$ cat src/rtl/tlb_traductor_if.sv
// Lookup request/result and TLB fill bundle shared by the core port and the
// address-translation unit.
interface tlb_traductor_if;
  logic        start_lookup;
  logic [31:0] virt_addr;
  logic [31:0] satp;
  logic [31:0] tlb_vpn_in;
  logic [31:0] tlb_ppn_perms_in;
  logic [31:0] tlb_write_index;
  logic [31:0] phys_addr;
  logic        lookup_done;
  logic        tlb_hit;
  logic        tlb_miss;

  modport master (
    output start_lookup, virt_addr, satp, tlb_vpn_in, tlb_ppn_perms_in, tlb_write_index,
    input  phys_addr, lookup_done, tlb_hit, tlb_miss
  );

  modport slave (
    input  start_lookup, virt_addr, satp, tlb_vpn_in, tlb_ppn_perms_in, tlb_write_index,
    output phys_addr, lookup_done, tlb_hit, tlb_miss
  );
endinterface

$ cat src/rtl/tlb_traductor.sv
// Virtual-to-physical translation through a software-filled TLB.
// Define TLB_PARALLEL_LOOKUP_EN for a single-cycle all-entry compare instead of a sequential scan.
module tlb_traductor #(
  parameter int ENTRIES = 8
) (
  input logic           clk,
  input logic           reset_n,
  tlb_traductor_if.slave bus
);
  localparam int IW = $clog2(ENTRIES);

  typedef enum logic [1:0] {IDLE, BARE, SEARCH, RESP} state_t;

  state_t             state;
  logic [ENTRIES-1:0] ent_valid;
  logic [19:0]        ent_vpn [ENTRIES];
  logic [19:0]        ent_ppn [ENTRIES];

  logic               wr_cmd_q;
  logic               flush_cmd_q;
  logic               fill_edge;
  logic               flush_edge;
  logic [IW-1:0]      fill_idx;

  logic [31:0]        va_p0;
  logic               hit_p0;
  logic [19:0]        ppn_p0;
  logic               last_p0;
  logic               vld_p1;
  logic               hit_p1;
  logic [19:0]        ppn_p1;
  logic               last_p1;

  logic [31:0]        phys_addr_q;
  logic               done_q;
  logic               hit_q;
  logic               miss_q;

  assign fill_edge  = bus.tlb_write_index[31] & ~wr_cmd_q;
  assign flush_edge = bus.tlb_write_index[30] & ~flush_cmd_q;
  assign fill_idx   = bus.tlb_write_index[IW-1:0];

  always_ff @(posedge clk or negedge reset_n) begin
    if (!reset_n) begin
      wr_cmd_q    <= 1'b0;
      flush_cmd_q <= 1'b0;
      ent_valid   <= '0;
    end else begin
      wr_cmd_q    <= bus.tlb_write_index[31];
      flush_cmd_q <= bus.tlb_write_index[30];
      if (flush_edge)
        ent_valid <= '0;
      else if (fill_edge)
        ent_valid[fill_idx] <= bus.tlb_ppn_perms_in[0];
    end
  end

  always_ff @(posedge clk) begin
    if (fill_edge && !flush_edge) begin
      ent_vpn[fill_idx] <= bus.tlb_vpn_in[19:0];
      ent_ppn[fill_idx] <= bus.tlb_ppn_perms_in[29:10];
    end
  end

  // p0: entry read and match against the captured VPN
`ifdef TLB_PARALLEL_LOOKUP_EN
  always_comb begin
    hit_p0  = 1'b0;
    ppn_p0  = '0;
    last_p0 = 1'b1;
    // Descending scan so the lowest matching index overrides the rest
    for (int i = ENTRIES - 1; i >= 0; i--) begin
      if (ent_valid[i] && (ent_vpn[i] == va_p0[31:12])) begin
        hit_p0 = 1'b1;
        ppn_p0 = ent_ppn[i];
      end
    end
  end
`else
  logic [IW-1:0] ptr;

  always_comb begin
    hit_p0  = ent_valid[ptr] && (ent_vpn[ptr] == va_p0[31:12]);
    ppn_p0  = ent_ppn[ptr];
    last_p0 = (ptr == IW'(ENTRIES - 1));
  end

  always_ff @(posedge clk or negedge reset_n) begin
    if (!reset_n)
      ptr <= '0;
    else if (state == IDLE)
      ptr <= '0;
    else if (state == SEARCH && !last_p0)
      ptr <= ptr + 1'b1;
  end
`endif

  always_ff @(posedge clk) begin
    if (state == IDLE && bus.start_lookup)
      va_p0 <= bus.virt_addr;
    hit_p1  <= hit_p0;
    ppn_p1  <= ppn_p0;
    last_p1 <= last_p0;
  end

  // p1: decide hit/miss from the registered compare
  always_ff @(posedge clk or negedge reset_n) begin
    if (!reset_n) begin
      state       <= IDLE;
      vld_p1      <= 1'b0;
      phys_addr_q <= '0;
      done_q      <= 1'b0;
      hit_q       <= 1'b0;
      miss_q      <= 1'b0;
    end else begin
      done_q <= 1'b0;
      case (state)
        IDLE: begin
          if (bus.start_lookup) begin
            phys_addr_q <= '0;
            hit_q       <= 1'b0;
            miss_q      <= 1'b0;
            vld_p1      <= 1'b0;
            state       <= bus.satp[31] ? SEARCH : BARE;
          end
        end
        BARE: begin
          phys_addr_q <= va_p0;
          hit_q       <= 1'b1;
          done_q      <= 1'b1;
          state       <= RESP;
        end
        SEARCH: begin
          vld_p1 <= 1'b1;
          if (vld_p1) begin
            if (hit_p1) begin
              phys_addr_q <= {ppn_p1, va_p0[11:0]};
              hit_q       <= 1'b1;
              done_q      <= 1'b1;
              state       <= RESP;
            end else if (last_p1) begin
              phys_addr_q <= '0;
              miss_q      <= 1'b1;
              done_q      <= 1'b1;
              state       <= RESP;
            end
          end
        end
        RESP: state <= IDLE;
        default: state <= IDLE;
      endcase
    end
  end

  assign bus.phys_addr   = phys_addr_q;
  assign bus.lookup_done = done_q;
  assign bus.tlb_hit     = hit_q;
  assign bus.tlb_miss    = miss_q;

  logic unused_bits;
  assign unused_bits = ^{bus.tlb_vpn_in[31:20], bus.tlb_ppn_perms_in[31:30],
                         bus.tlb_ppn_perms_in[9:1], bus.tlb_write_index[29:IW],
                         bus.satp[30:0]};
endmodule

$ cat src/flat_wrapper.sv
// flat-port wrapper written by rule: the top's interface ports become plain ports
module tlb_traductor_flat 
#(
  parameter int ENTRIES = 8
)
  (clk, reset_n, bus_start_lookup, bus_virt_addr, bus_satp, bus_tlb_vpn_in, bus_tlb_ppn_perms_in, bus_tlb_write_index, bus_phys_addr, bus_lookup_done, bus_tlb_hit, bus_tlb_miss);
  tlb_traductor_if bus_i ();
  input logic clk;
  input logic reset_n;
  input wire logic [$bits(bus_i.start_lookup)-1:0] bus_start_lookup;
  input wire logic [$bits(bus_i.virt_addr)-1:0] bus_virt_addr;
  input wire logic [$bits(bus_i.satp)-1:0] bus_satp;
  input wire logic [$bits(bus_i.tlb_vpn_in)-1:0] bus_tlb_vpn_in;
  input wire logic [$bits(bus_i.tlb_ppn_perms_in)-1:0] bus_tlb_ppn_perms_in;
  input wire logic [$bits(bus_i.tlb_write_index)-1:0] bus_tlb_write_index;
  output wire logic [$bits(bus_i.phys_addr)-1:0] bus_phys_addr;
  output wire logic [$bits(bus_i.lookup_done)-1:0] bus_lookup_done;
  output wire logic [$bits(bus_i.tlb_hit)-1:0] bus_tlb_hit;
  output wire logic [$bits(bus_i.tlb_miss)-1:0] bus_tlb_miss;
  assign bus_i.start_lookup = bus_start_lookup;
  assign bus_i.virt_addr = bus_virt_addr;
  assign bus_i.satp = bus_satp;
  assign bus_i.tlb_vpn_in = bus_tlb_vpn_in;
  assign bus_i.tlb_ppn_perms_in = bus_tlb_ppn_perms_in;
  assign bus_i.tlb_write_index = bus_tlb_write_index;
  assign bus_phys_addr = bus_i.phys_addr;
  assign bus_lookup_done = bus_i.lookup_done;
  assign bus_tlb_hit = bus_i.tlb_hit;
  assign bus_tlb_miss = bus_i.tlb_miss;
  tlb_traductor #(.ENTRIES(ENTRIES)) u_core (.clk(clk), .reset_n(reset_n), .bus(bus_i));
endmodule
$ cat config.mk
export PLATFORM = sky130hd
export DESIGN_NAME = tlb_traductor_flat
export DESIGN_NICKNAME = d
export VERILOG_FILES = /design/src/rtl/tlb_traductor_if.sv /design/src/rtl/tlb_traductor.sv /design/src/flat_wrapper.sv
export SDC_FILE = /design/constraint.sdc
export NUM_CORES = 1
export LEC_CHECK = 0
export ABC_CLOCK_PERIOD_IN_PS = 4300
export CAP_MARGIN = 10
export CORE_MARGIN = 1
export CORE_UTILIZATION = 35
export DETAILED_ROUTE_END_ITERATION = 8
export GPL_TIMING_DRIVEN = 1
export RECOVER_POWER = 25
export REMOVE_ABC_BUFFERS = 1
export SYNTH_ARGS = -nofsm -noshare
export SYNTH_HDL_FRONTEND = slang
export SYNTH_SLANG_ARGS = --single-unit
$ cat constraint.sdc
create_clock -name clk -period 4.3 [get_ports clk]
set_clock_uncertainty 0.05 [all_clocks]
set_input_delay 0.86 -clock clk [delete_from_list [all_inputs] [get_ports clk]]
set_output_delay 0.86 -clock clk [all_outputs]
set_load 0.02 [all_outputs]
# Yosys cells after proc, flatten, opt, wreduce, memory -nomap -nowiden
# Memories as Yosys holds them, arrays and structs flattened. A register that Yosys moved wholly into a read port is not among the register bits.
# Index checks and enable logic that the tools add are counted.
# word_totals
mem_count	2
in_bits	163
word_cells	86
regBits	85
out_inout_bits	35
ramBits	320
# op_classes
n_reduce_logical	17
n_mux	35
bitwise_logic	4
n_eq_ne	11
n_lt_le_gt_ge	3
n_addsub	1
# memory_table
name	depth	width	read_ports	rd_ports_with_merged_regs	wr	line_no	text
u_core.ent_ppn	8	20	1	1	1	tlb_traductor.sv:17	logic [19:0] ent_ppn [ENTRIES];
u_core.ent_vpn	8	20	1	0	1	tlb_traductor.sv:16	logic [19:0] ent_vpn [ENTRIES];
# ops
op	n
32-bit 2-to-1 mux	4
32-bit case mux with 3 select lines	1
20-bit == test	1
8-bit 2-to-1 mux	2
1-bit 2-to-1 mux	13
2-bit 2-to-1 mux	5
8-bit bitwise mux	1
3-bit by 4-bit < comparator with 1-bit output, second input constant	2
2-bit case mux with 4 select lines	1
4-bit AND reduction	2
3-bit 2-to-1 mux	2
2-bit by 1-bit != test with 1-bit output, second input constant	3
1-bit case mux with 2 select lines	3
2-bit nonzero test	3
1-bit logical AND	5
5-bit AND reduction	1
2-bit == test, second input constant	2
2-bit != test, second input constant	2
3-bit by 1-bit adder with 3-bit output, second input constant	1
1-bit binary-select mux with 3-bit select	1
1-bit demux with 3-bit select	1
3-bit == test, second input constant	1
3-bit by 1-bit greater-or-equal comparator with 1-bit output, second input constant	1
3-bit by 1-bit != test with 1-bit output, second input constant	1
9 further kinds	12

# Logic depth before layout (Yosys ltp)
# Gate-level depths: netlist (run 1).
# logic_depth
ltp_word	7
depth_mapped	9
depth_no_buf	7

# Worst setup path before layout (run 1)
# Ideal clock, no wire load.
# synth_timing
path_kind	input port to flip-flop
from	input port bus_tlb_write_index[0]
to	memory u_core.ent_ppn[0][0] (enable)
path_slack_ns	-0.472
cell_stages	3
setup_time_ns	0.487
n_path_buf	0
arrival_ns	4.235
cell_sequence	nor3b_1 -> nand2b_1 -> nor3_1
# synth_lines
element	line_no	text
start: declaration	flat_wrapper.sv:15	input wire logic [$bits(bus_i.tlb_write_index)-1:0] bus_tlb_write_index;
end: declaration	tlb_traductor.sv:17	
# No word-level cell before the write port.

# Final worst setup path (run 1)
# layout_timing
from	input port bus_tlb_write_index[31]
to	memory u_core.ent_vpn[3][6] (enable)
# layout_via
elab_chain_cells	4
# layout_rtl
element	line_no	text
1-bit bitwise AND	tlb_traductor.sv:39	assign fill_edge = bus.tlb_write_index[31] & ~wr_cmd_q;
1-bit logical AND	tlb_traductor.sv:59	if (fill_edge && !flush_edge) begin
1-bit 2-to-1 mux	tlb_traductor.sv:59	
1-bit 2-to-1 mux (not written as such)	tlb_traductor.sv:60	ent_vpn[fill_idx] <= bus.tlb_vpn_in[19:0];
end: declaration	tlb_traductor.sv:16	
# No other way between the ends.

==> results of run 1 <==
-- sequential cells by signal, indices dropped and copies added (netlist names), 2 cells and up --
signal                count
u_core.ent_valid          8
u_core.ptr                3
u_core.ppn_p1            20
u_core.ent_ppn          160
u_core.ent_vpn          160
u_core.va_p0             32
u_core.bus.phys_addr     32
u_core.state              2
-- synthesized netlist by cell type (2+ instances only) --
| master | number | area share, % |
|---|---|---|
| edfxtp_1 | 352 | 66 |
| mux4_2 | 78 | 11 |
| nand2_1 | 77 | 1.8 |
| dfrtp_1 | 51 | 7.9 |
| o21ai_0 | 37 | 1.1 |
| mux2i_1 | 35 | 2.2 |
| clkbuf_1 | 24 | 0.56 |
| nor2_1 | 24 | 0.56 |
| dfxtp_1 | 22 | 2.7 |
| mux2_2 | 21 | 1.5 |
| a22o_1 | 20 | 1.1 |
| xor2_1 | 13 | 0.71 |
| buf_2 | 11 | 0.34 |
| a21oi_1 | 8 | 0.25 |
| xnor2_1 | 8 | 0.43 |
| nand2b_1 | 7 | 0.27 |
| ha_1 | 6 | 0.47 |
| buf_1 | 5 | 0.12 |
| inv_1 | 5 | 0.12 |
| nand3b_1 | 5 | 0.23 |
| nand4_1 | 5 | 0.19 |
| nor3_1 | 4 | 0.12 |
| nand3_1 | 3 | 0.093 |
| buf_4 | 2 | 0.093 |
| nor2b_1 | 2 | 0.078 |
| o21a_1 | 2 | 0.093 |
-- worst reg2reg max path, cell delays in order, from the launching register on --
cell	delay [ns]
dfrtp_4	0.89
buf_12	0.31
mux4_2	0.54
mux2i_1	0.18
xor2_1	0.26
nand4_1	0.21
nor4_2	0.24
-- worst min-delay path by stage --
| stage | slack (ns) | end | depth (start not counted) | start |
|---|---|---|---|---|
| finish | 0.42 | u_core.bus.phys_addr[17] | 1 | reset_n |
| global route | 0.46 | u_core.bus.phys_addr[18] | 2 | u_core.bus.phys_addr[18] |
| CTS | 0.43 | u_core.bus.phys_addr[2] | 2 | u_core.bus.phys_addr[2] |
| detailed placement | 0.42 | u_core.bus.phys_addr[2] | 2 | u_core.bus.phys_addr[2] |
| global placement | 0.41 | u_core.bus.phys_addr[2] | 2 | u_core.bus.phys_addr[2] |
| floorplan | 0.43 | u_core.ent_valid[1] | 2 | u_core.ent_valid[1] |
-- routing by layer --
layer / routed length (um) / GRT usage (%) / vias up
met5: 13 / 0 / -
met4: 565 / 3.40 / 2
met3: 2660 / 2.72 / 52
met2: 16400 / 23.7 / 231
met1: 15700 / 22.5 / 4036
li1: - / - / 3587
-- power groups by stage --
stage | combinational, uW | sequential [uW] | clock (uW)
detailed placement | 2710 | 5280 | 0
global placement | 2680 | 5270 | 0
finish | 2630 | 5180 | 3700
CTS | 2720 | 5200 | 3760
global route | 2870 | 5240 | 3920
floorplan | 1490 | 5450 | 0
-- cell families (layout without fill, tap and decap cells) --
kind of cell             count (synthesis)  in the layout  synth area share [%]
AO/OA/AOI/OAI                           70             70                  2.71
XOR/XNOR                                21             21                  1.14
adder cells (fa/ha/maj)                  6              6                 0.465
buffers and inverters                   49            230                  1.42
flip-flops                             425            425                  76.2
multiplexers                           134            134                  14.5
AND/OR/NAND/NOR                        132            132                  3.58
-- final cells by class --
class | count | share of cell area (%)
sequential | 425 | 62.7
multi-input combinational | 363 | 18.7
timing repair buffer | 143 | 7.50
clock buffer | 68 | 6.38
tap | 600 | 3.83
clock inverter | 14 | 0.816
inverter | 5 | 0.0956
-- placed cells by master, fill, tap and decap left out, types with 20 or more instances in the layout --
cell type | Yosys | layout
clkbuf_16 | 0 | 45
mux4_2 | 78 | 78
dfrtp_1 | 51 | 48
clkdlybuf4s50_1 | 0 | 56
mux2_2 | 21 | 21
nand2_1 | 77 | 77
mux2i_1 | 35 | 35
a22o_1 | 20 | 20
edfxtp_1 | 352 | 352
dfxtp_1 | 22 | 22
o21ai_0 | 37 | 37
dlygate4sd3_1 | 0 | 59
-- through the flow --
| stage | hold slack, ns | setup TNS [ns] |
|---|---|---|
| 2_1_floorplan | 0.431 | -33.93 |
| 4_1_cts | 0.433 | 0 |
| 5_1_grt | 0.457 | 0 |
| 6_report | 0.423 | 0 |
| 3_3_place_gp | 0.413 | 0 |
| 3_5_place_dp | 0.420 | 0 |
==> report_table.html, run 1 <==
<table>
<tr><th>Metric</th><th>Value</th></tr>
<tr><th colspan="2">Clock tree</th></tr>
<tr><td>Clock input transition at the sequential cells of the worst setup and hold paths</td><td>0.06 ns</td></tr>
<tr><td>Post-cts resize count</td><td>0</td></tr>
<tr><td>Post-CTS setup buffer count</td><td>0</td></tr>
<tr><td>H-tree depth reported by CTS</td><td>2</td></tr>
<tr><td>Hold Buf Count CTS</td><td>0</td></tr>
<tr><td>Root buf cell</td><td>clkbuf_16</td></tr>
<tr><td>TritonCTS clock tree</td><td>done</td></tr>
<tr><td>Clock latency reported for the late side of the worst-skew pair</td><td>0.56 ns</td></tr>
<tr><td>Number of clock sinks</td><td>425</td></tr>
<tr><td>Maximum clock insertion buffer count</td><td>3</td></tr>
<tr><td>TritonCTS Buffers</td><td>44</td></tr>
<tr><th colspan="2">Layout</th></tr>
<tr><td>Area of combinational cells with multiple inputs</td><td>around 3700 sq um</td></tr>
<tr><td>FF/Latch Area</td><td>roughly 12000 sq um</td></tr>
<tr><td>Filler Cell Count</td><td>about 4k</td></tr>
<tr><td>Final antenna diode count</td><td>0</td></tr>
<tr><td>Utilization after layout</td><td>between 40% and 50%</td></tr>
<tr><td>Share of cells above drive strength 1</td><td>19.8%</td></tr>
<tr><td>Relative area change from synthesis to final layout</td><td>21.6%</td></tr>
<tr><td>Final net count</td><td>about 1.2k</td></tr>
<tr><td>Post-Layout Cell Count</td><td>1618</td></tr>
<tr><td>Post-layout instance area</td><td>19600 sq um</td></tr>
<tr><th colspan="2">Synth</th></tr>
<tr><td>Gate count after technology mapping</td><td>approximately 840</td></tr>
<tr><td>Fraction of registers with async set or reset after synthesis</td><td>a little under an eighth</td></tr>
<tr><td>Sequential area share after synthesis</td><td>around 76%</td></tr>
<tr><td>Number of warnings issued by yosys</td><td>0</td></tr>
<tr><td>Mean area per synthesized cell</td><td>19.3 sq um</td></tr>
<tr><td>Ys flop type</td><td>edfxtp_1</td></tr>
<tr><td>Post-synth EDFFs</td><td>between 300 and 400</td></tr>
<tr><td>Number of library cell types mapped by synthesis</td><td>36</td></tr>
<tr><td>Total standard cell area after synthesis</td><td>~16000 sq um</td></tr>
<tr><td>Register bit count reported by yosys</td><td>about 430</td></tr>
<tr><th colspan="2">Die</th></tr>
<tr><td>Starting density of the core</td><td>35.6%</td></tr>
<tr><td>Die X</td><td>217 um</td></tr>
<tr><td>CORE AREA</td><td>~45000 sq um</td></tr>
<tr><td>Row Count</td><td>78</td></tr>
<tr><td>Die area</td><td>47000 sq um</td></tr>
<tr><td>Die span in y</td><td>between 200 and 250 um</td></tr>
<tr><td>Boundary Pins</td><td>roughly 200</td></tr>
<tr><th colspan="2">Setup path</th></tr>
<tr><td>Critical path depth in cells</td><td>5</td></tr>
<tr><td>Cell class contributing the biggest share of worst-path delay</td><td>simple AND/OR/NAND/NOR gates</td></tr>
<tr><td>Endpoint kind of the worst setup timing path</td><td>register</td></tr>
<tr><td>Worst stage delay on the critical path</td><td>0.57 ns</td></tr>
<tr><td>Worst setup path endpoint</td><td>u_core.ent_vpn[3][6]</td></tr>
<tr><td>Reg-to-reg critical path startpoint</td><td>u_core.ptr[1]</td></tr>
<tr><td>Kind of start point of the critical path</td><td>input pin</td></tr>
<tr><td>Endpoint of the worst register-to-register path</td><td>u_core.hit_p1</td></tr>
<tr><td>Worst Path Required</td><td>about 4.5 ns</td></tr>
<tr><td>Flop2flop setup slack</td><td>between 1.5 and 2 ns</td></tr>
<tr><td>Critical-path cell list</td><td>dlygate4sd3_1, nand3b_1, or2_2, nor2_4, buf_4</td></tr>
<tr><td>Peak fanout along the critical path</td><td>14</td></tr>
<tr><td>Depth of the most critical reg-to-reg path</td><td>6</td></tr>
<tr><td>Number of buffers and inverters on the critical path</td><td>2</td></tr>
<tr><td>Worst path slowest cell</td><td>dlygate4sd3_1</td></tr>
<tr><td>Critical setup path kind</td><td>in -&gt; reg</td></tr>
<tr><td>Critical path launch point</td><td>bus_tlb_write_index[31]</td></tr>
<tr><td>Worst path arrival time</td><td>3.03 ns</td></tr>
<tr><th colspan="2">Power and ir drop</th></tr>
<tr><td>Power Internal</td><td>around 8200 uW</td></tr>
<tr><td>Static power due to leakage</td><td>roughly 0.0064 uW</td></tr>
<tr><td>Overall power consumption</td><td>around 12000 uW</td></tr>
<tr><td>Relative contribution of combinational cells to total power</td><td>roughly 23%</td></tr>
<tr><td>Switching power</td><td>roughly 3300 uW</td></tr>
<tr><td>Clock network fraction of design power</td><td>roughly a third</td></tr>
<tr><td>Proportion of total power due to net switching</td><td>between 20% and 30%</td></tr>
<tr><td>Relative contribution of sequential cells to total power</td><td>between 40 and 50%</td></tr>
<tr><td>Power per unit of standard cell area</td><td>a little under 600 nW/um^2</td></tr>
<tr><td>Peak VDD IR</td><td>about 360 uV</td></tr>
<tr><th colspan="2">Placed design</th></tr>
<tr><td>Number of I/O port buffers</td><td>between 100 and 150</td></tr>
<tr><td>Setup slack at placement</td><td>between 0.9 and 1 ns</td></tr>
<tr><td>Placer Congestion</td><td>0.728</td></tr>
<tr><td>Total half-perimeter wirelength after legalization and detailed placement</td><td>approximately 21000 um</td></tr>
<tr><td>Cell area after placement</td><td>between 15000 and 20000 sq um</td></tr>
<tr><td>Count of placed standard cells including taps</td><td>1536</td></tr>
<tr><th colspan="2">GRT</th></tr>
<tr><td>Initial antenna violation count</td><td>5</td></tr>
<tr><td>Remaining Overflow, GRT</td><td>0</td></tr>
<tr><td>Wire length of the first global-routing pass</td><td>53200 um</td></tr>
<tr><td>Via count of the first global-routing pass</td><td>between 8k and 9k</td></tr>
<tr><td>Pin count of the biggest net entering global routing</td><td>41</td></tr>
<tr><td>GRT Resource Usage Total</td><td>between 10% and 20%</td></tr>
<tr><th colspan="2">STA</th></tr>
<tr><td>Remaining max-slew budget at the tightest pin</td><td>35.5%</td></tr>
<tr><td>Final period util</td><td>66.0%</td></tr>
<tr><td>Setup repair after global routing missed its margin</td><td>no</td></tr>
<tr><td>Final critical-path setup slack</td><td>~1.5 ns</td></tr>
<tr><td>Final Setup Violations</td><td>0</td></tr>
<tr><td>Endpoints failing hold</td><td>0</td></tr>
<tr><td>Count of pins over their slew limit</td><td>0</td></tr>
<tr><td>Transition time at the pin with the least slew margin</td><td>roughly 0.97 ns</td></tr>
<tr><td>Highest achievable clock rate</td><td>0.353 GHz</td></tr>
<tr><td>Min cycle time layout</td><td>about 2.8 ns</td></tr>
<tr><th colspan="2">Drt</th></tr>
<tr><td>Drt total wl</td><td>35400 um</td></tr>
<tr><td>Overall via count from detail_route</td><td>a little under 8k</td></tr>
<tr><td>Wirelength per Cell</td><td>around 22 um</td></tr>
<tr><td>Detailed-router iteration count before antenna repair</td><td>4</td></tr>
<tr><td>Remaining antenna violation count</td><td>0</td></tr>
<tr><td>Per-cell via count in the routed design</td><td>between 4 and 5</td></tr>
<tr><td>Post-route DRC violation count</td><td>0</td></tr>
<tr><td>DR iter-0 viols</td><td>~670</td></tr>
<tr><th colspan="2">Min path</th></tr>
<tr><td>Path class of the lowest-slack min-delay path</td><td>in -&gt; async</td></tr>
<tr><th colspan="2">Status</th></tr>
<tr><td>Outcome</td><td>finished clean</td></tr>
<tr><th colspan="2">Flow run</th></tr>
<tr><td>Number of max-cap violations</td><td>0</td></tr>
</table>
Note: power is estimated with default switching activity, not from simulation.
==> run 2, diff against run 1 <==
--- a/config.mk
+++ b/config.mk
@@ -5,7 +5,7 @@
 export SDC_FILE = /design/constraint.sdc
 export NUM_CORES = 1
 export LEC_CHECK = 0
-export ABC_CLOCK_PERIOD_IN_PS = 4300
+export ABC_CLOCK_PERIOD_IN_PS = 2840
 export CAP_MARGIN = 10
 export CORE_MARGIN = 1
 export CORE_UTILIZATION = 35
==> constraint.sdc (replaced) <==
create_clock -name clk -period 2.84 [get_ports clk]
set_clock_uncertainty 0.05 [all_clocks]
set_input_delay 0.568 -clock clk [delete_from_list [all_inputs] [get_ports clk]]
set_output_delay 0.568 -clock clk [all_outputs]
set_load 0.02 [all_outputs]
==> run 2 against run 1 <==
The flow now finishes with violations (max-capacitance violations, max-slew violations); first-iteration DRC count shrank 19%; hold slack gained 0.0017 ns; design area grew 1.6%; critical endpoint is now u_core.hit_p1; highest routed layer unchanged.
==> report_table.html, run 2 (synthesized netlist as in run 1, its figures left out) <==
<table>
<tr><th>Metric</th><th>Value</th></tr>
<tr><th colspan="2">Setup path</th></tr>
<tr><td>Peak fanout along the critical path</td><td>24</td></tr>
<tr><td>Endpoint kind of the worst setup timing path</td><td>register</td></tr>
<tr><td>Number of buffers and inverters on the critical path</td><td>1</td></tr>
<tr><td>Critical setup path kind</td><td>reg -&gt; reg</td></tr>
<tr><td>Critical-path cell list</td><td>buf_4, mux4_2, mux2i_1, xor2_1, nand4_1, nor4_2</td></tr>
<tr><td>Cell class contributing the biggest share of worst-path delay</td><td>multiplexers</td></tr>
<tr><td>Worst path slowest cell</td><td>mux4_2</td></tr>
<tr><td>Kind of start point of the critical path</td><td>register</td></tr>
<tr><td>Worst stage delay on the critical path</td><td>~0.56 ns</td></tr>
<tr><td>Worst Path Required</td><td>3.25 ns</td></tr>
<tr><td>Worst path arrival time</td><td>between 2 and 3 ns</td></tr>
<tr><th colspan="2">Clock tree</th></tr>
<tr><td>Post-CTS setup buffer count</td><td>0</td></tr>
<tr><td>TritonCTS Buffers</td><td>45</td></tr>
<tr><td>Post-cts resize count</td><td>0</td></tr>
<tr><td>TritonCTS clock tree</td><td>done</td></tr>
<tr><td>Clock latency reported for the late side of the worst-skew pair</td><td>approximately 0.56 ns</td></tr>
<tr><td>Root buf cell</td><td>clkbuf_16</td></tr>
<tr><td>Hold Buf Count CTS</td><td>0</td></tr>
<tr><td>H-tree depth reported by CTS</td><td>2</td></tr>
<tr><td>Maximum clock insertion buffer count</td><td>3</td></tr>
<tr><td>Number of clock sinks</td><td>roughly 430</td></tr>
<tr><td>Clock input transition at the sequential cells of the worst setup and hold paths</td><td>0.06 ns</td></tr>
<tr><th colspan="2">Layout</th></tr>
<tr><td>Utilization after layout</td><td>a little over two fifths</td></tr>
<tr><td>Commonest cells after routing, fill and taps aside</td><td>352 x edfxtp_1, 78 x mux4_2, 77 x nand2_1, 60 x clkdlybuf4s50_1, 55 x dlygate4sd3_1</td></tr>
<tr><td>Filler Cell Count</td><td>a little under 4k</td></tr>
<tr><td>Relative area change from synthesis to final layout</td><td>23.5%</td></tr>
<tr><td>Post-layout instance area</td><td>19900 sq um</td></tr>
<tr><td>Area of combinational cells with multiple inputs</td><td>~3700 sq um</td></tr>
<tr><td>Leading cell type in the layout, fill and taps excluded</td><td>edfxtp_1</td></tr>
<tr><td>FF/Latch Area</td><td>approximately 12000 sq um</td></tr>
<tr><td>Share of cells above drive strength 1</td><td>between 20% and 30%</td></tr>
<tr><td>Top Registers</td><td>u_core.ent_ppn x160, u_core.ent_vpn x160</td></tr>
<tr><td>Final net count</td><td>around 1.2k</td></tr>
<tr><th colspan="2">Placed design</th></tr>
<tr><td>Placer Congestion</td><td>between 0.7 and 0.8</td></tr>
<tr><td>Total half-perimeter wirelength after legalization and detailed placement</td><td>approximately 23000 um</td></tr>
<tr><td>Cell area after placement</td><td>between 15000 and 20000 sq um</td></tr>
<tr><td>Number of I/O port buffers</td><td>~120</td></tr>
<tr><th colspan="2">Drt</th></tr>
<tr><td>Detailed-router iteration count before antenna repair</td><td>5</td></tr>
<tr><td>Overall via count from detail_route</td><td>8186</td></tr>
<tr><td>Post-route DRC violation count</td><td>0</td></tr>
<tr><td>Per-cell via count in the routed design</td><td>4.96</td></tr>
<tr><td>Remaining antenna violation count</td><td>0</td></tr>
<tr><td>Drt total wl</td><td>36100 um</td></tr>
<tr><td>DR iter-0 viols</td><td>about 540</td></tr>
<tr><td>Wirelength per Cell</td><td>approximately 22 um</td></tr>
<tr><th colspan="2">STA</th></tr>
<tr><td>Final Setup Violations</td><td>0</td></tr>
<tr><td>Transition time at the pin with the least slew margin</td><td>between 1.5 and 2 ns</td></tr>
<tr><td>Min cycle time layout</td><td>2.54 ns</td></tr>
<tr><td>Final period util</td><td>between 80% and 90%</td></tr>
<tr><td>Endpoints failing hold</td><td>0</td></tr>
<tr><td>Count of pins over their slew limit</td><td>25</td></tr>
<tr><td>Highest achievable clock rate</td><td>0.394 GHz</td></tr>
<tr><td>Setup repair after global routing missed its margin</td><td>no</td></tr>
<tr><td>Remaining max-slew budget at the tightest pin</td><td>-24.9%</td></tr>
<tr><th colspan="2">GRT</th></tr>
<tr><td>Via count of the first global-routing pass</td><td>8545</td></tr>
<tr><td>GRT Resource Usage Total</td><td>15.6%</td></tr>
<tr><td>Initial antenna violation count</td><td>7</td></tr>
<tr><td>Remaining Overflow, GRT</td><td>0</td></tr>
<tr><td>Wire length of the first global-routing pass</td><td>about 54000 um</td></tr>
<tr><td>Pin count of the biggest net entering global routing</td><td>39</td></tr>
<tr><th colspan="2">Die</th></tr>
<tr><td>Starting density of the core</td><td>a little over a third</td></tr>
<tr><td>Row Count</td><td>~80</td></tr>
<tr><td>Die area</td><td>47000 sq um</td></tr>
<tr><td>CORE AREA</td><td>roughly 45000 sq um</td></tr>
<tr><td>Boundary Pins</td><td>198</td></tr>
<tr><td>Die X</td><td>approximately 220 um</td></tr>
<tr><td>Die span in y</td><td>about 220 um</td></tr>
<tr><th colspan="2">Flow run</th></tr>
<tr><td>Number of max-cap violations</td><td>1</td></tr>
<tr><th colspan="2">Status</th></tr>
<tr><td>Violated checks</td><td>max-capacitance violations, max-slew violations</td></tr>
<tr><td>Outcome</td><td>finished with violations</td></tr>
<tr><th colspan="2">Power and ir drop</th></tr>
<tr><td>Static power due to leakage</td><td>0.00661 uW</td></tr>
<tr><td>Overall power consumption</td><td>17700 uW</td></tr>
<tr><td>Peak VDD IR</td><td>approximately 480 uV</td></tr>
<tr><td>Power per unit of standard cell area</td><td>887 nW/um^2</td></tr>
<tr><th colspan="2">Min path</th></tr>
<tr><td>Path class of the lowest-slack min-delay path</td><td>reg -&gt; reg</td></tr>
</table>
-- run 2: cell count changes in the layout (fill, tap and decap cells not counted), sizes merged --
cell | previous run | this run
buf | 28 | 55
clkdlybuf4s50 | 56 | 60
dlygate4sd3 | 59 | 55
clkbuf | 68 | 71
diode | 0 | 2
bufinv | 2 | 3
clkinv | 12 | 11
clkinvlp | 1 | 0
-- run 2: per-stage QoR --
stage,TNS (ns),setup slack [ns],hold slack (ns),instances
2_1_floorplan,-270.43,-1.64,0.222,793
3_3_place_gp,0,0.143,0.413,1564
4_1_cts,0,0.291,0.0433,1647
5_1_grt,0,0.172,0.464,1648
3_5_place_dp,0,0.157,0.420,1564
6_report,0,0.300,0.425,1649
-- run 2: layout make-up --
class,count,share of cell area [%]
Multi-Input combinational cell,363,18.4
Timing Repair Buffer,171,8.81
Clock buffer,70,6.43
Clock inverter,13,0.753
Antenna cell,2,0.0251
Sequential cell,425,61.7
Inverter,5,0.0942
Tap cell,600,3.77
-- run 2: routing by layer --
metal | GRT usage (%) | routed length, um
met4 | 4.86 | 746
met3 | 3.05 | 2180
met2 | 24.7 | 16900
met5 | 0 | 51
met1 | 21.6 | 16200
-- run 2: worst min-delay path: cells and delay by family, from the launching register on --
| family | cells | cell delay (ns) |
|---|---|---|
| DFF | 1 | 0.34 |
| AOI/OAI and AO/OA | 1 | 0.06 |
| and+or+nand+nor | 1 | 0.04 |
-- run 2: where the power goes --
group	switching (uW)	internal, uW	leakage [uW]
Sequential	373	7310	0.00405
Combinational	2270	2030	0.00187
Clock	2320	3370	0.000695
Total	4960	12700	0.00661
-- run 2: path summary, 6_finish.rpt --
| path | endpoint | slack, ns | from | cells after the start |
|---|---|---|---|---|
| worst max-delay path | u_core.hit_p1 | 0.30 | u_core.ptr[1] | 6 |
| worst min-delay path | u_core.bus.phys_addr[28] | 0.42 | u_core.bus.phys_addr[28] | 2 |
| worst max register to register | u_core.hit_p1 | 0.30 | u_core.ptr[1] | 6 |
| worst min register to register | u_core.bus.phys_addr[28] | 0.42 | u_core.bus.phys_addr[28] | 2 |
| max in group asynchronous | u_core.ptr[1] | 0.94 | reset_n | 1 |
| min in group asynchronous | u_core.bus.phys_addr[24] | 0.47 | reset_n | 1 |
